### src/rtl/pmem_pf_arbiter_pkg.sv
// Shared types and geometry for the physical-memory arbiter and its next-line prefetcher.
// Lines are 32 bytes and pages 4 KiB, so a page holds 128 lines.
package pf_arb_pkg;

   localparam int PMEM_ADDR_W = 32;
   localparam int PMEM_LINE_W = 256;
   localparam int LINE_BYTES  = 32;
   localparam int OFFSET_W    = $clog2(LINE_BYTES);
   localparam int PAGE_LINE_W = 7;
   localparam int LIDX_W      = PMEM_ADDR_W - OFFSET_W;

   typedef enum logic [2:0] {
      IDLE,
      D_RD,
      D_WR,
      I_FILL,
      PF_FILL,
      RESP
   } pf_arb_state_t;

   typedef enum logic [1:0] {
      SRC_D,
      SRC_I,
      SRC_PF
   } pf_arb_src_t;

   function automatic logic [LIDX_W-1:0] line_of(input logic [PMEM_ADDR_W-1:0] addr);
      return addr[PMEM_ADDR_W-1:OFFSET_W];
   endfunction

endpackage

### src/rtl/pmem_pf_arbiter_if.sv
// Bundle of cache-side, prefetch-buffer and memory-side signals around the arbiter.
// The slave modport is the arbiter; the master modport is everything around it.
interface pmem_pf_arbiter_if
   import pf_arb_pkg::*;
#(
   parameter int ADDR_W = PMEM_ADDR_W,
   parameter int LINE_W = PMEM_LINE_W
);

   logic              i_read;
   logic [ADDR_W-1:0] i_addr;
   logic              i_pf_hit;
   logic              i_resp;
   logic [LINE_W-1:0] i_rdata;

   logic              d_read;
   logic              d_write;
   logic [ADDR_W-1:0] d_addr;
   logic [LINE_W-1:0] d_wdata;
   logic              d_resp;
   logic [LINE_W-1:0] d_rdata;

   logic [ADDR_W-1:0] pf_addr;
   logic              pf_write;
   logic              pf_ld;
   logic [LINE_W-1:0] pf_rdata;

   logic              pmem_read;
   logic              pmem_write;
   logic [ADDR_W-1:0] pmem_addr;
   logic [LINE_W-1:0] pmem_wdata;
   logic [LINE_W-1:0] pmem_rdata;
   logic              pmem_resp;

   modport slave (
      input  i_read, i_addr, i_pf_hit, d_read, d_write, d_addr, d_wdata,
             pmem_rdata, pmem_resp,
      output i_resp, i_rdata, d_resp, d_rdata, pf_addr, pf_write, pf_ld,
             pf_rdata, pmem_read, pmem_write, pmem_addr, pmem_wdata
   );

   modport master (
      output i_read, i_addr, i_pf_hit, d_read, d_write, d_addr, d_wdata,
             pmem_rdata, pmem_resp,
      input  i_resp, i_rdata, d_resp, d_rdata, pf_addr, pf_write, pf_ld,
             pf_rdata, pmem_read, pmem_write, pmem_addr, pmem_wdata
   );

endinterface

### src/rtl/pmem_pf_arbiter_nl_addr_gen.sv
// Next-line prefetch address generator: remembers the line after the last icache fill
// and whether it is still worth fetching.
module nl_addr_gen
   import pf_arb_pkg::*;
#(
   parameter int IDX_W = LIDX_W
) (
   input  logic             clk,
   input  logic             rst,
   input  logic             done_i,
   input  logic [IDX_W-1:0] doneLine_i,
   input  logic             take_i,
   input  logic             dWrite_i,
   input  logic [IDX_W-1:0] dLine_i,
   output logic             pending_o,
   output logic [IDX_W-1:0] next_o
);

   logic             pending_q, pending_d;
   logic [IDX_W-1:0] next_q, next_d;

   // A fresh fill completion overrides a stale-clear in the same cycle; a fill on the
   // last line of a page cancels prefetching instead of crossing into the next page.
   always_comb begin
      pending_d = pending_q;
      next_d    = next_q;
      if (dWrite_i && (dLine_i == next_q)) pending_d = 1'b0;
      if (take_i) pending_d = 1'b0;
      if (done_i) begin
         if (&doneLine_i[PAGE_LINE_W-1:0]) begin
            pending_d = 1'b0;
         end else begin
            next_d    = doneLine_i + IDX_W'(1);
            pending_d = 1'b1;
         end
      end
   end

   always_ff @(posedge clk or posedge rst) begin
      if (rst) begin
         pending_q <= 1'b0;
         next_q    <= '0;
      end else begin
         pending_q <= pending_d;
         next_q    <= next_d;
      end
   end

   assign pending_o = pending_q;
   assign next_o    = next_q;

endmodule

### src/rtl/pmem_pf_arbiter.sv
// Serialises dcache, icache and next-line prefetch traffic onto one line-wide memory port.
// Outputs are decoded from registered state, so commands and resp pulses are glitch-free.
module pmem_pf_arbiter
   import pf_arb_pkg::*;
#(
   parameter int ADDR_W = PMEM_ADDR_W,
   parameter int LINE_W = PMEM_LINE_W
) (
   input logic               clk,
   input logic               rst,
   pmem_pf_arbiter_if.slave  bus
);

   localparam int IDX_W = ADDR_W - OFFSET_W;

   pf_arb_state_t     state_q, state_d;
   pf_arb_src_t       src_q, src_d;
   logic [IDX_W-1:0]  reqLine_q, reqLine_d;
   logic [LINE_W-1:0] wdata_q, wdata_d;
   logic [LINE_W-1:0] lineData_q, lineData_d;
   logic              merge_q, merge_d;

   logic              pfPending;
   logic [IDX_W-1:0]  pfNext;
   logic              pfTake;
   logic              inResp;
   logic              pfWrite;
   logic              iResp;
   logic [ADDR_W-1:0] lineAddr;

   nl_addr_gen #(.IDX_W(IDX_W)) u_nl_addr_gen (
      .clk        (clk),
      .rst        (rst),
      .done_i     (iResp),
      .doneLine_i (reqLine_q),
      .take_i     (pfTake),
      .dWrite_i   (bus.d_write),
      .dLine_i    (line_of(bus.d_addr)),
      .pending_o  (pfPending),
      .next_o     (pfNext)
   );

   // Fixed-priority arbitration in IDLE; a transaction then owns memory until pmem_resp.
   // An icache read for the line already being prefetched rides along as a merge.
   always_comb begin
      state_d    = state_q;
      src_d      = src_q;
      reqLine_d  = reqLine_q;
      wdata_d    = wdata_q;
      lineData_d = lineData_q;
      merge_d    = merge_q;
      pfTake     = 1'b0;
      case (state_q)
         IDLE: begin
            merge_d = 1'b0;
            if (bus.d_write) begin
               state_d   = D_WR;
               src_d     = SRC_D;
               reqLine_d = line_of(bus.d_addr);
               wdata_d   = bus.d_wdata;
            end else if (bus.d_read) begin
               state_d   = D_RD;
               src_d     = SRC_D;
               reqLine_d = line_of(bus.d_addr);
            end else if (bus.i_read && !bus.i_pf_hit) begin
               state_d   = I_FILL;
               src_d     = SRC_I;
               reqLine_d = line_of(bus.i_addr);
            end else if (pfPending) begin
               state_d   = PF_FILL;
               src_d     = SRC_PF;
               reqLine_d = pfNext;
               pfTake    = 1'b1;
            end
         end
         D_RD, D_WR, I_FILL, PF_FILL: begin
            if ((state_q == PF_FILL) && bus.i_read && !bus.i_pf_hit &&
                (line_of(bus.i_addr) == reqLine_q)) begin
               merge_d = 1'b1;
            end
            if (bus.pmem_resp) begin
               lineData_d = bus.pmem_rdata;
               state_d    = RESP;
            end
         end
         RESP: begin
            state_d = IDLE;
            merge_d = 1'b0;
         end
         default: state_d = IDLE;
      endcase
   end

   always_ff @(posedge clk or posedge rst) begin
      if (rst) begin
         state_q    <= IDLE;
         src_q      <= SRC_D;
         reqLine_q  <= '0;
         wdata_q    <= '0;
         lineData_q <= '0;
         merge_q    <= 1'b0;
      end else begin
         state_q    <= state_d;
         src_q      <= src_d;
         reqLine_q  <= reqLine_d;
         wdata_q    <= wdata_d;
         lineData_q <= lineData_d;
         merge_q    <= merge_d;
      end
   end

   assign inResp   = (state_q == RESP);
   assign iResp    = inResp && ((src_q == SRC_I) || ((src_q == SRC_PF) && merge_q));
   assign pfWrite  = (state_q == PF_FILL) || (inResp && (src_q == SRC_PF));
   assign lineAddr = {reqLine_q, {OFFSET_W{1'b0}}};

   assign bus.pmem_read  = (state_q == D_RD) || (state_q == I_FILL) || (state_q == PF_FILL);
   assign bus.pmem_write = (state_q == D_WR);
   assign bus.pmem_addr  = lineAddr;
   assign bus.pmem_wdata = wdata_q;
   assign bus.d_resp     = inResp && (src_q == SRC_D);
   assign bus.d_rdata    = lineData_q;
   assign bus.i_resp     = iResp;
   assign bus.i_rdata    = lineData_q;
   assign bus.pf_ld      = inResp && (src_q == SRC_PF);
   assign bus.pf_write   = pfWrite;
   assign bus.pf_addr    = pfWrite ? lineAddr : '0;
   assign bus.pf_rdata   = lineData_q;

endmodule

### src/flat_wrapper.sv
// flat-port wrapper written by rule: the top's interface ports become plain ports
module pmem_pf_arbiter_flat import pf_arb_pkg::*;
#(
   parameter int ADDR_W = PMEM_ADDR_W,
   parameter int LINE_W = PMEM_LINE_W
)
  (clk, rst, bus_i_read, bus_i_addr, bus_i_pf_hit, bus_d_read, bus_d_write, bus_d_addr, bus_d_wdata, bus_pmem_rdata, bus_pmem_resp, bus_i_resp, bus_i_rdata, bus_d_resp, bus_d_rdata, bus_pf_addr, bus_pf_write, bus_pf_ld, bus_pf_rdata, bus_pmem_read, bus_pmem_write, bus_pmem_addr, bus_pmem_wdata);
  pmem_pf_arbiter_if #(.ADDR_W(ADDR_W), .LINE_W(LINE_W)) bus_i ();
  input logic clk;
  input logic rst;
  input wire logic [$bits(bus_i.i_read)-1:0] bus_i_read;
  input wire logic [$bits(bus_i.i_addr)-1:0] bus_i_addr;
  input wire logic [$bits(bus_i.i_pf_hit)-1:0] bus_i_pf_hit;
  input wire logic [$bits(bus_i.d_read)-1:0] bus_d_read;
  input wire logic [$bits(bus_i.d_write)-1:0] bus_d_write;
  input wire logic [$bits(bus_i.d_addr)-1:0] bus_d_addr;
  input wire logic [$bits(bus_i.d_wdata)-1:0] bus_d_wdata;
  input wire logic [$bits(bus_i.pmem_rdata)-1:0] bus_pmem_rdata;
  input wire logic [$bits(bus_i.pmem_resp)-1:0] bus_pmem_resp;
  output wire logic [$bits(bus_i.i_resp)-1:0] bus_i_resp;
  output wire logic [$bits(bus_i.i_rdata)-1:0] bus_i_rdata;
  output wire logic [$bits(bus_i.d_resp)-1:0] bus_d_resp;
  output wire logic [$bits(bus_i.d_rdata)-1:0] bus_d_rdata;
  output wire logic [$bits(bus_i.pf_addr)-1:0] bus_pf_addr;
  output wire logic [$bits(bus_i.pf_write)-1:0] bus_pf_write;
  output wire logic [$bits(bus_i.pf_ld)-1:0] bus_pf_ld;
  output wire logic [$bits(bus_i.pf_rdata)-1:0] bus_pf_rdata;
  output wire logic [$bits(bus_i.pmem_read)-1:0] bus_pmem_read;
  output wire logic [$bits(bus_i.pmem_write)-1:0] bus_pmem_write;
  output wire logic [$bits(bus_i.pmem_addr)-1:0] bus_pmem_addr;
  output wire logic [$bits(bus_i.pmem_wdata)-1:0] bus_pmem_wdata;
  assign bus_i.i_read = bus_i_read;
  assign bus_i.i_addr = bus_i_addr;
  assign bus_i.i_pf_hit = bus_i_pf_hit;
  assign bus_i.d_read = bus_d_read;
  assign bus_i.d_write = bus_d_write;
  assign bus_i.d_addr = bus_d_addr;
  assign bus_i.d_wdata = bus_d_wdata;
  assign bus_i.pmem_rdata = bus_pmem_rdata;
  assign bus_i.pmem_resp = bus_pmem_resp;
  assign bus_i_resp = bus_i.i_resp;
  assign bus_i_rdata = bus_i.i_rdata;
  assign bus_d_resp = bus_i.d_resp;
  assign bus_d_rdata = bus_i.d_rdata;
  assign bus_pf_addr = bus_i.pf_addr;
  assign bus_pf_write = bus_i.pf_write;
  assign bus_pf_ld = bus_i.pf_ld;
  assign bus_pf_rdata = bus_i.pf_rdata;
  assign bus_pmem_read = bus_i.pmem_read;
  assign bus_pmem_write = bus_i.pmem_write;
  assign bus_pmem_addr = bus_i.pmem_addr;
  assign bus_pmem_wdata = bus_i.pmem_wdata;
  pmem_pf_arbiter #(.ADDR_W(ADDR_W), .LINE_W(LINE_W)) u_core (.clk(clk), .rst(rst), .bus(bus_i));
endmodule
### config.mk
export PLATFORM = sky130hd
export DESIGN_NAME = pmem_pf_arbiter_flat
export DESIGN_NICKNAME = d
export VERILOG_FILES = /design/src/rtl/pmem_pf_arbiter_pkg.sv /design/src/rtl/pmem_pf_arbiter_if.sv /design/src/rtl/pmem_pf_arbiter_nl_addr_gen.sv /design/src/rtl/pmem_pf_arbiter.sv /design/src/flat_wrapper.sv
export SDC_FILE = /design/constraint.sdc
export NUM_CORES = 1
export LEC_CHECK = 0
export BUFFER_PORTS_ARGS = -buffer_cell sky130_fd_sc_hd__buf_2
export CAP_MARGIN = 20
export CELL_PAD_IN_SITES_DETAIL_PLACEMENT = 0
export CELL_PAD_IN_SITES_GLOBAL_PLACEMENT = 1
export CORE_AREA = 5 5 651 653
export CTS_BUF_LIST = sky130_fd_sc_hd__clkbuf_8
export DETAILED_ROUTE_END_ITERATION = 7
export DIE_AREA = 0 0 656 658
export GPL_TIMING_DRIVEN = 1
export HOLD_SLACK_MARGIN = 0.05
export PLACE_DENSITY = 0.34
export SETUP_SLACK_MARGIN = 0.1
export SYNTH_ARGS = -nofsm -noshare
export SYNTH_HDL_FRONTEND = slang
export SYNTH_SLANG_ARGS = --single-unit
### constraint.sdc
create_clock -name clk -period 39 [get_ports clk]
set_clock_uncertainty 0.05 [all_clocks]
set_input_delay 3.9 -clock clk [delete_from_list [all_inputs] [get_ports clk]]
set_output_delay 3.9 -clock clk [all_outputs]
set_load 0.03 [all_outputs]
==> results of run 1 <==
[sequential cells by signal, indices dropped and copies added, names as in the netlist]
register and flops:
u_core.bus.d_rdata 256, u_core.bus.pmem_wdata 256, u_core.merge_q 1, u_core.reqLine_q 27, u_core.src_q 2, u_core.state_q 3
u_core.u_nl_addr_gen.next_o 27, u_core.u_nl_addr_gen.pending_o 1
[routing by layer]
| metal | global-route usage, % | up-vias | wire length, um |
|---|---|---|---|
| li1 | - | 9057 | - |
| met1 | 11.4 | 11200 | 87900 |
| met2 | 19.1 | 1596 | 121000 |
| met3 | 6.84 | 586 | 34400 |
| met4 | 3.06 | 54 | 8200 |
| met5 | 0 | - | 392 |
[report_power, final]
part           leakage [nW]  total, mW  switching [mW]  internal [mW]
Clock                  1.56      0.765           0.357          0.407
Combinational          9.89       2.80            2.06          0.740
Sequential             6.82       1.44           0.543          0.895
[cells in the mapped netlist (3+ instances only)]
master	instances	share of area (%)
a31oi_1	5	0.12
and2_1	3	0.070
nor2_1	36	0.50
nand4_1	14	0.33
nand3b_1	4	0.11
nand2_1	27	0.38
and3_1	6	0.14
nand3_1	10	0.19
mux2_2	365	15
nor2b_1	28	0.65
xor2_1	24	0.78
and4_1	3	0.098
buf_4	522	15
mux2i_1	22	0.82
or4_1	4	0.11
a211oi_1	21	0.59
xnor2_1	39	1.3
dfrtp_1	573	53
clkbuf_1	30	0.42
a21o_1	22	0.61
mux2_1	158	6.6
o21ai_0	5	0.093
buf_2	57	1.1
a21oi_1	27	0.50
inv_1	6	0.084
nor4_1	9	0.21
o31ai_1	13	0.36
[area by class of cell]
| type | count | area [um^2] |
|---|---|---|
| Antenna cell | 34 | 85.1 |
| Clock buffer | 167 | 2300 |
| Clock inverter | 70 | 414 |
| Fill cell | 48500 | 377000 |
| Inverter | 6 | 30.0 |
| Multi-Input combinational cell | 878 | 8300 |
| Sequential cell | 573 | 14300 |
| Tap cell | 5520 | 6910 |
| Timing Repair Buffer | 1691 | 8580 |
[logic make-up after synthesis]
family / share of synthesized area, %
AO/OA/AOI/OAI: 2.63
XOR/XNOR: 2.05
adder cells (fa/ha/maj): 0.0465
buffers and inverters: 16.2
flip-flops: 53.3
multiplexers: 22.7
other: 0.0139
AND/OR/NAND/NOR: 3.10
[final timing paths]
path	start	to	slack [ns]	depth (start not counted)
max	u_core.state_q[2]$_DFFE_PP0P_	bus_pf_addr[11]	31.84	6
min	u_core.bus.pmem_wdata[228]$_DFFE_PP0P_	u_core.bus.pmem_wdata[228]$_DFFE_PP0P_	0.43	1
max reg2reg	u_core.state_q[2]$_DFFE_PP0P_	u_core.bus.pmem_wdata[215]$_DFFE_PP0P_	34.96	5
min reg2reg	u_core.bus.pmem_wdata[228]$_DFFE_PP0P_	u_core.bus.pmem_wdata[228]$_DFFE_PP0P_	0.43	1
max in group asynchronous	rst	u_core.reqLine_q[12]$_DFFE_PP0P_	33.08	5
min in group asynchronous	rst	u_core.bus.d_rdata[130]$_DFFE_PP0P_	3.08	2
[per-stage QoR]
step	cell area (um^2)	instances	hold WS [ns]	util [%]	power, mW
6_report	40900	8939	0.433	9.79	5.01
5_1_grt	40900	8916	0.451	9.78	5.30
4_1_cts	40900	8905	0.434	9.77	5.18
3_5_place_dp	38200	8668	0.419	9.12	4.35
3_3_place_gp	38200	8668	0.415	9.12	4.36
2_1_floorplan	26900	2068	0.418	-	3.18
==> flow_summary.ini, run 1 <==
[run_status]
status = finished, final reports clean

[clocking]
clock_path_buffers = 4
cts.clk_slew.worst_paths_ns = 0.06
cts_hold_buffers = 0
cts_tree = built
cts_max_level = 4
clockRootBuffer = clkbuf_8
clkSinkCount = 573
cts_setup_buffers = 0
clock_latency_ns = 0.97
cts_inserted_buffers = 143
cts_resized = 0

[floorplanning]
die_w_um = 656
die_area_um2 = 432000
core_area_um2 = 418000
start_util_pct = 6.44
die_h_um = 658
io-pin-count = 1677
rows = 238

[power_and_ir_drop]
p_leak_nw = 18.3
powerDensity_nw_per_um2 = 122
ir_worst_vdd_uv = 59.9

[setup_path]
crit_family = simple AND/OR/NAND/NOR gates
crit_buf_inv = 3
worstPathCellList = inv_1 -> nor3_1 -> a21oi_4 -> buf_4 -> nor2b_1 -> buf_2
path_max_fanout = 17
critPathSlowestCell = dfrtp_1
crit_path_end_kind = output port
required_ns = 35.05
start_kind = register
max_stage_delay_ns = 0.50
path_class = reg -> out
critPathArrivalTime_ns = 3.21

[global_route]
gr-usage-all-layers_pct = 11.2
grt-ovfl-total = 0
grt_pass1_vias = 23000
grt_pass1_wl_mm = 308
grt_max_degree = 135
antenna_found_initial = 235

[synth]
ys_seq_elements = 573
synth_cells = 2059
synth_area_per_cell_um2 = 13.1
synth-async-reset-ratio_pct = 100
synth_area_um2 = 26900
synth-main-ff-cell = dfrtp_1
ys_warn_count = 0
synth_edf_count = 0
synth-seq-area-share_pct = 53.3
ys_types = 48

[drt]
avgViaCountPerCell = 2.52
ant_nets = 0
routed_wl_mm = 252
drtPass1Iterations = 4
wl_per_cell_um = 28.2
drt-initial-drc-count = 1111
drcViolationCount = 0
vias = 22500

[sta]
setup_viol = 0
finalHoldViolCount = 0
slew_headroom_pct = 31.7
worst_slew_pin_slew_ns = 1.02
finalWorstSetupSlack_ns = 31.84
period_needed_ns = 7.16
fin_setup_tns_ns = 0
max_freq_ghz = 0.140
slew_viol_final = 0
rsz0062_at_grt = false
post-route-period-util_pct = 18.4

[placed_design]
place_ws_ns = 31.86
gp_congestion = 0.903
hpwl_mm = 220
port_buffers = 1656

[cells_and_area]
layout_common_cells = buf_2 (1656), dfrtp_1 (573), mux2_2 (365)
nNetsFinal = 3877
syn2layout_area_growth_pct = 52.2
drive_gt1_share_pct = 66.9
final_common_cell = buf_2

[hold_path]
holdCritPathClass = reg -> reg

[flow_run]
maxCapViolCount = 0
Power figures use the tool's default switching activity.
==> run 2, diff against run 1 <==
- ABC_AREA: default -> 1
- CORE_AREA: 5 5 651 653 -> 5 5 645 647
- DIE_AREA: 0 0 656 658 -> 0 0 650 652
- PLACE_DENSITY: 0.34 -> 0.36
- clock period: 39 -> 6.2 ns (I/O delays scaled with it)
==> flow_summary.ini, run 2 <==
[setup_path]
max_stage_delay_ns = 0.77
start_kind = register
worstPathCellList = inv_2 -> nor3_1 -> inv_1 -> nor2_1 -> a21oi_4 -> nor2_1 -> buf_2
critPathArrivalTime_ns = 3.10
crit_path_end_kind = output port
crit_buf_inv = 3
cp_common_cell = nor2_1
path_max_fanout = 28
crit_family = compound AO/OA/AOI/OAI gates
path_class = reg -> out
required_ns = 5.53
regToRegSetupSlack_ns = 2.70
critPathSlowestCell = a21oi_4

[synth]
yosysMostFrequentCell = dfrtp_1
synth_cells = 2302
synth_commonest_cells = dfrtp_1 (573), buf_4 (529), mux2_2 (259)
synth_top_cell_area_share_pct = 49.8
synth.top_cells.by_area = dfrtp_1 (50%), buf_4 (14%), mux2_4 (13%)
synth-async-reset-ratio_pct = 100
ys_types = 41
synth_area_per_cell_um2 = 12.5
synth_area_um2 = 28800
yosys.area.top_type = dfrtp_1
ys_seq_elements = 573
synth_edf_count = 0
synth-seq-area-share_pct = 49.8
synth-main-ff-cell = dfrtp_1
ys_warn_count = 0

[floorplanning]
die_h_um = 652
die_w_um = 650
rows = 235
start_util_pct = 7.04
die_area_um2 = 424000
io-pin-count = 1677
core_area_um2 = 409000

[clocking]
cts_resized = 0
cts_tree = built
cts_inserted_buffers = 142
cts_hold_buffers = 582
cts_setup_buffers = 0
cts.clk_slew.worst_paths_ns = 0.06
clock_path_buffers = 4
cts_max_level = 4
clkSinkCount = 573
clockRootBuffer = clkbuf_8
clock_latency_ns = 0.98

[global_route]
antenna_found_initial = 261
gr-usage-all-layers_pct = 13.6
grt-ovfl-total = 0
grt_max_degree = 114
grt_pass1_wl_mm = 363
grt_pass1_vias = 27100

[hold_path]
holdCritPathClass = in -> async

[sta]
worst_slew_pin_slew_ns = 1.03
setup_viol = 0
slew_viol_final = 0
post-route-period-util_pct = 60.9
max_freq_ghz = 0.265
slew_headroom_pct = 31.4
period_needed_ns = 3.77
rsz0062_at_grt = false
finalHoldViolCount = 0

[cells_and_area]
drive_gt1_share_pct = 57.3
nNetsFinal = 4700
layout_common_cells = buf_2 (1656), dlygate4sd3_1 (582), dfrtp_1 (573)
final_common_cell = buf_2
final_core_util_pct = 11.8
syn2layout_area_growth_pct = 67.3

[drt]
ant_nets = 0
drtPass1Iterations = 6
routed_wl_mm = 300
wl_per_cell_um = 31.0
vias = 26400
avgViaCountPerCell = 2.72
drcViolationCount = 0
drt-initial-drc-count = 1507

[power_and_ir_drop]
p_leak_nw = 22.2
powerDensity_nw_per_um2 = 713
p_total_mw = 34.3
ir_worst_vdd_uv = 326

[placed_design]
gp_congestion = 0.929
hpwl_mm = 265
port_buffers = 1656

[run_status]
status = finished, final reports clean

[flow_run]
maxCapViolCount = 0
## run 2: cells by family (layout without fill, tap and decap cells)
logic type | Yosys count | count (layout) | share of synthesized area [%]
buffers and inverters | 697 | 2597 | 18.1
AND/OR/NAND/NOR | 385 | 385 | 5.51
adder cells (fa/ha/maj) | 1 | 1 | 0.0434
flip-flops | 573 | 573 | 49.8
other | 1 | 53 | 0.0130
AO/OA/AOI/OAI | 100 | 100 | 2.39
multiplexers | 512 | 512 | 23.1
XOR/XNOR | 33 | 33 | 1.00
## run 2: layer usage
layer | part of all wire, % | up-vias | global-route usage [%]
li1 | - | 10800 | -
met1 | 36 | 13100 | 14.2
met2 | 48 | 1700 | 23.3
met3 | 13 | 671 | 8.01
met4 | 3.5 | 68 | 3.21
met5 | 0.15 | - | 0
## run 2: worst paths after layout
check                                                                 start                                    endpoint  cells after the start
worst max-delay path                          u_core.state_q[2]$_DFFE_PP0P_                             bus_pf_addr[12]                      7
worst min-delay path                                                    rst            u_core.reqLine_q[20]$_DFFE_PP0P_                      3
worst max register to register  u_core.u_nl_addr_gen.next_o[14]$_DFFE_PP0P_  u_core.u_nl_addr_gen.pending_o$_DFFE_PP0P_                     13
worst min register to register       u_core.bus.pmem_wdata[184]$_DFFE_PP0P_      u_core.bus.pmem_wdata[184]$_DFFE_PP0P_                      1
max in group asynchronous                                               rst          u_core.bus.d_rdata[52]$_DFFE_PP0P_                      5
min in group clk                                         bus_pmem_rdata[71]          u_core.bus.d_rdata[71]$_DFFE_PP0P_                      3
## run 2: cell type report
cell class	instances	area [um^2]
fill	46900	361000
timing repair buffer	2256	14400
sequential	573	14300
multi-input combinational	1041	9300
tap	5451	6820
clock buffer	170	2340
clock inverter	69	522
inverter	102	389
antenna	43	108
## run 2: worst register-to-register path: cells and delay by family (launching register included)
family	cells	cell delay [ns]
buffers and inverters	5	2.31
DFF	1	0.34
and+or+nand+nor	8	0.68
## run 2: stage by stage
step / setup TNS (ns) / cell area [um^2] / std cells / hold WS, ns / setup WS (ns)
detailed placement: 0 / 39400 / 8841 / 0.424 / 2.52
finish: 0 / 48200 / 9705 / 0.286 / 2.43
CTS: 0 / 48100 / 9662 / 0.126 / 2.12
global placement: 0 / 39400 / 8841 / 0.427 / 2.53
floorplan: -1303.90 / 28900 / 2311 / 0.399 / -2.28
global route: 0 / 48100 / 9675 / 0.198 / 2.14
## run 2: power breakdown
part | internal (mW) | switching, mW
Sequential | 5.64 | 3.33
Combinational | 5.64 | 14.7
Clock | 2.77 | 2.30
Total | 14.1 | 20.3
==> run 3, diff against run 2 <==
- CORE_AREA: 5 5 645 647 -> 5 5 653 655
- DIE_AREA: 0 0 650 652 -> 0 0 658 660
- PLACE_DENSITY: 0.36 -> 0.35
- clock period: 6.2 -> 3.6 ns (I/O delays scaled with it)
==> flow_summary.ini, run 3 (same netlist as run 2, synthesis figures left out) <==
[floorplanning]
start_util_pct = 6.87
die_area_um2 = 434000
io-pin-count = 1677
core_area_um2 = 419000
rows = 238
die_h_um = 660
die_w_um = 658

[global_route]
grt-ovfl-total = 0
antenna_found_initial = 310
gr-usage-all-layers_pct = 13.3
grt_max_degree = 69
grt_pass1_wl_mm = 367
grt_pass1_vias = 28300

[drt]
avgViaCountPerCell = 2.74
ant_nets = 0
drtPass1Iterations = 7
wl_per_cell_um = 30.3
vias = 27400
drt-initial-drc-count = 1334
routed_wl_mm = 303
drcViolationCount = 0

[cells_and_area]
design_area_um2 = 50900
regArea_um2 = 14300
drive_gt1_share_pct = 55.3
nNetsFinal = 4956
final_core_util_pct = 12.1
final_common_cell = buf_2
layout_common_cells = buf_2 (1654), dlygate4sd3_1 (791), dfrtp_1 (573)
multi_input_area_um2 = 9310
fillers = 48100
syn2layout_area_growth_pct = 76.5
layoutNonFillerInstCount = 10000

[placed_design]
place_area_um2 = 39900
port_buffers = 1656
hpwl_mm = 270
dp_cells = 8954
gp_congestion = 0.930

[flow_run]
maxCapViolCount = 0

[sta]
rsz0062_at_grt = false
setup_viol = 0
post-route-period-util_pct = 94.1
finalHoldViolCount = 0
worst_slew_pin_slew_ns = 0.926
slew_viol_final = 0
fin_setup_tns_ns = 0
max_freq_ghz = 0.295
slew_headroom_pct = 38.2
period_needed_ns = 3.39

[setup_path]
critPathArrivalTime_ns = 4.26
path_max_fanout = 8
crit_buf_inv = 8
critPathSlowestCell = dlygate4sd3_1
required_ns = 4.47
crit_path_end_kind = register
path_class = in -> reg
start_kind = input port
critPathLaunch = bus_d_read
worstPathCellList = dlygate4sd3_1 -> buf_2 -> nor2_4 -> inv_2 -> buf_4 -> nand2_1 -> dlygate4sd3_1 -> o21ai_0 -> dlygate4sd3_1 -> a21oi_1 -> dlygate4sd3_1 -> o21ai_0 -> dlygate4sd3_1
rr_startpoint = u_core.u_nl_addr_gen.next_o[17]$_DFFE_PP0P_
crit_family = buffers and inverters
cp_common_cell = dlygate4sd3_1
max_stage_delay_ns = 0.74

[power_and_ir_drop]
p_leak_nw = 23.3
ir_worst_vdd_uv = 656
sw_frac_of_total_pct = 57.9
p_comb_share_pct = 59.2
seqPwrFrac_pct = 25.8
p_sw_mw = 33.9
power.internal_mw = 24.6
powerDensity_nw_per_um2 = 1150
clockPowerShare_pct = 15.0

[clocking]
cts.clk_slew.worst_paths_ns = 0.06
clkSinkCount = 573
cts_tree = built
cts_inserted_buffers = 143
clock_path_buffers = 4
cts_max_level = 4
clock_latency_ns = 0.98
clockRootBuffer = clkbuf_8

[hold_path]
hp-start = bus_d_wdata[16]
holdCritPathClass = in -> reg

[run_status]
status = finished, final reports clean
run 3: changes by cell type in the layout (fill, tap and decap cells not counted), sizes merged:
cell / change
dlygate4sd3: +209
buf: +44
inv: -6
clkinv: +4
diode: -7
clkbuf: +6
clkinvlp: +2
run 3: metrics by stage:
step	hold WS (ns)	power [mW]	setup slack (ns)
after global placement	0.423	49.6	0.760
after floorplan	0.399	36.9	-4.62
final	0.212	58.6	0.212
after detailed placement	0.424	49.6	0.813
after CTS	0.0504	60.1	0.161
after global routing	0.0777	61.5	0.101
run 3: per-layer routing:
| layer | vias to the layer above | global-route usage [%] | part of all wire, % |
|---|---|---|---|
| met2 | 1815 | 23.7 | 49 |
| li1 | 11300 | - | - |
| met4 | 84 | 2.46 | 3.1 |
| met3 | 751 | 6.93 | 12 |
| met5 | - | 0 | 0.18 |
| met1 | 13500 | 14.1 | 36 |
run 3: power groups by stage:
stage	clock network [mW]	registers [mW]	logic (mW)
after floorplan	0	18.4	18.5
after global placement	0	15.1	34.6
after detailed placement	0	15.2	34.4
after CTS	9.39	15.1	35.6
after global routing	9.58	15.4	36.5
final	8.78	15.1	34.7
run 3: final cells by class:
type                            count  share of cell area, %
Inverter                          102                  0.765
Clock inverter                     69                   1.02
Clock buffer                      174                   4.71
Tap cell                         5520                   13.6
Sequential cell                   573                   28.2
Multi-Input combinational cell   1041                   18.3
Antenna cell                       36                  0.177
Timing Repair Buffer             2511                   33.3
run 3: timing repair:
item                                    4_1_cts  5_1_grt
hold buffers                                791        0
pin swaps                                     0        1
endpoints found under the setup margin       28        3
setup buffers                                 1        1
hold endpoints to repair                    639        0
resized for setup                             2        4
run 3: worst paths after layout:
check / to / slack, ns / cells past startpoint
max: u_core.reqLine_q[10]$_DFFE_PP0P_ / 0.21 / 13
min: u_core.bus.pmem_wdata[16]$_DFFE_PP0P_ / 0.21 / 3
max reg2reg: u_core.u_nl_addr_gen.pending_o$_DFFE_PP0P_ / 0.73 / 12
min reg2reg: u_core.bus.pmem_wdata[147]$_DFFE_PP0P_ / 0.43 / 1
max in group asynchronous: u_core.u_nl_addr_gen.next_o[26]$_DFFE_PP0P_ / 1.52 / 6
min in group asynchronous: u_core.bus.d_rdata[91]$_DFFE_PP0P_ / 0.73 / 4
run 3: worst register-to-register path, cell delays in order (launching register included):
cell and delay [ns]:
dfrtp_1 0.34, inv_1 0.06, nand2_1 0.06, nand2_1 0.12, nor2_1 0.13, nand4_1 0.09
dlygate4sd3_1 0.58, nor2_1 0.09, dlygate4sd3_1 0.55, nand2_1 0.05, dlygate4sd3_1 0.55, nand2_1 0.06
nand2_1 0.04
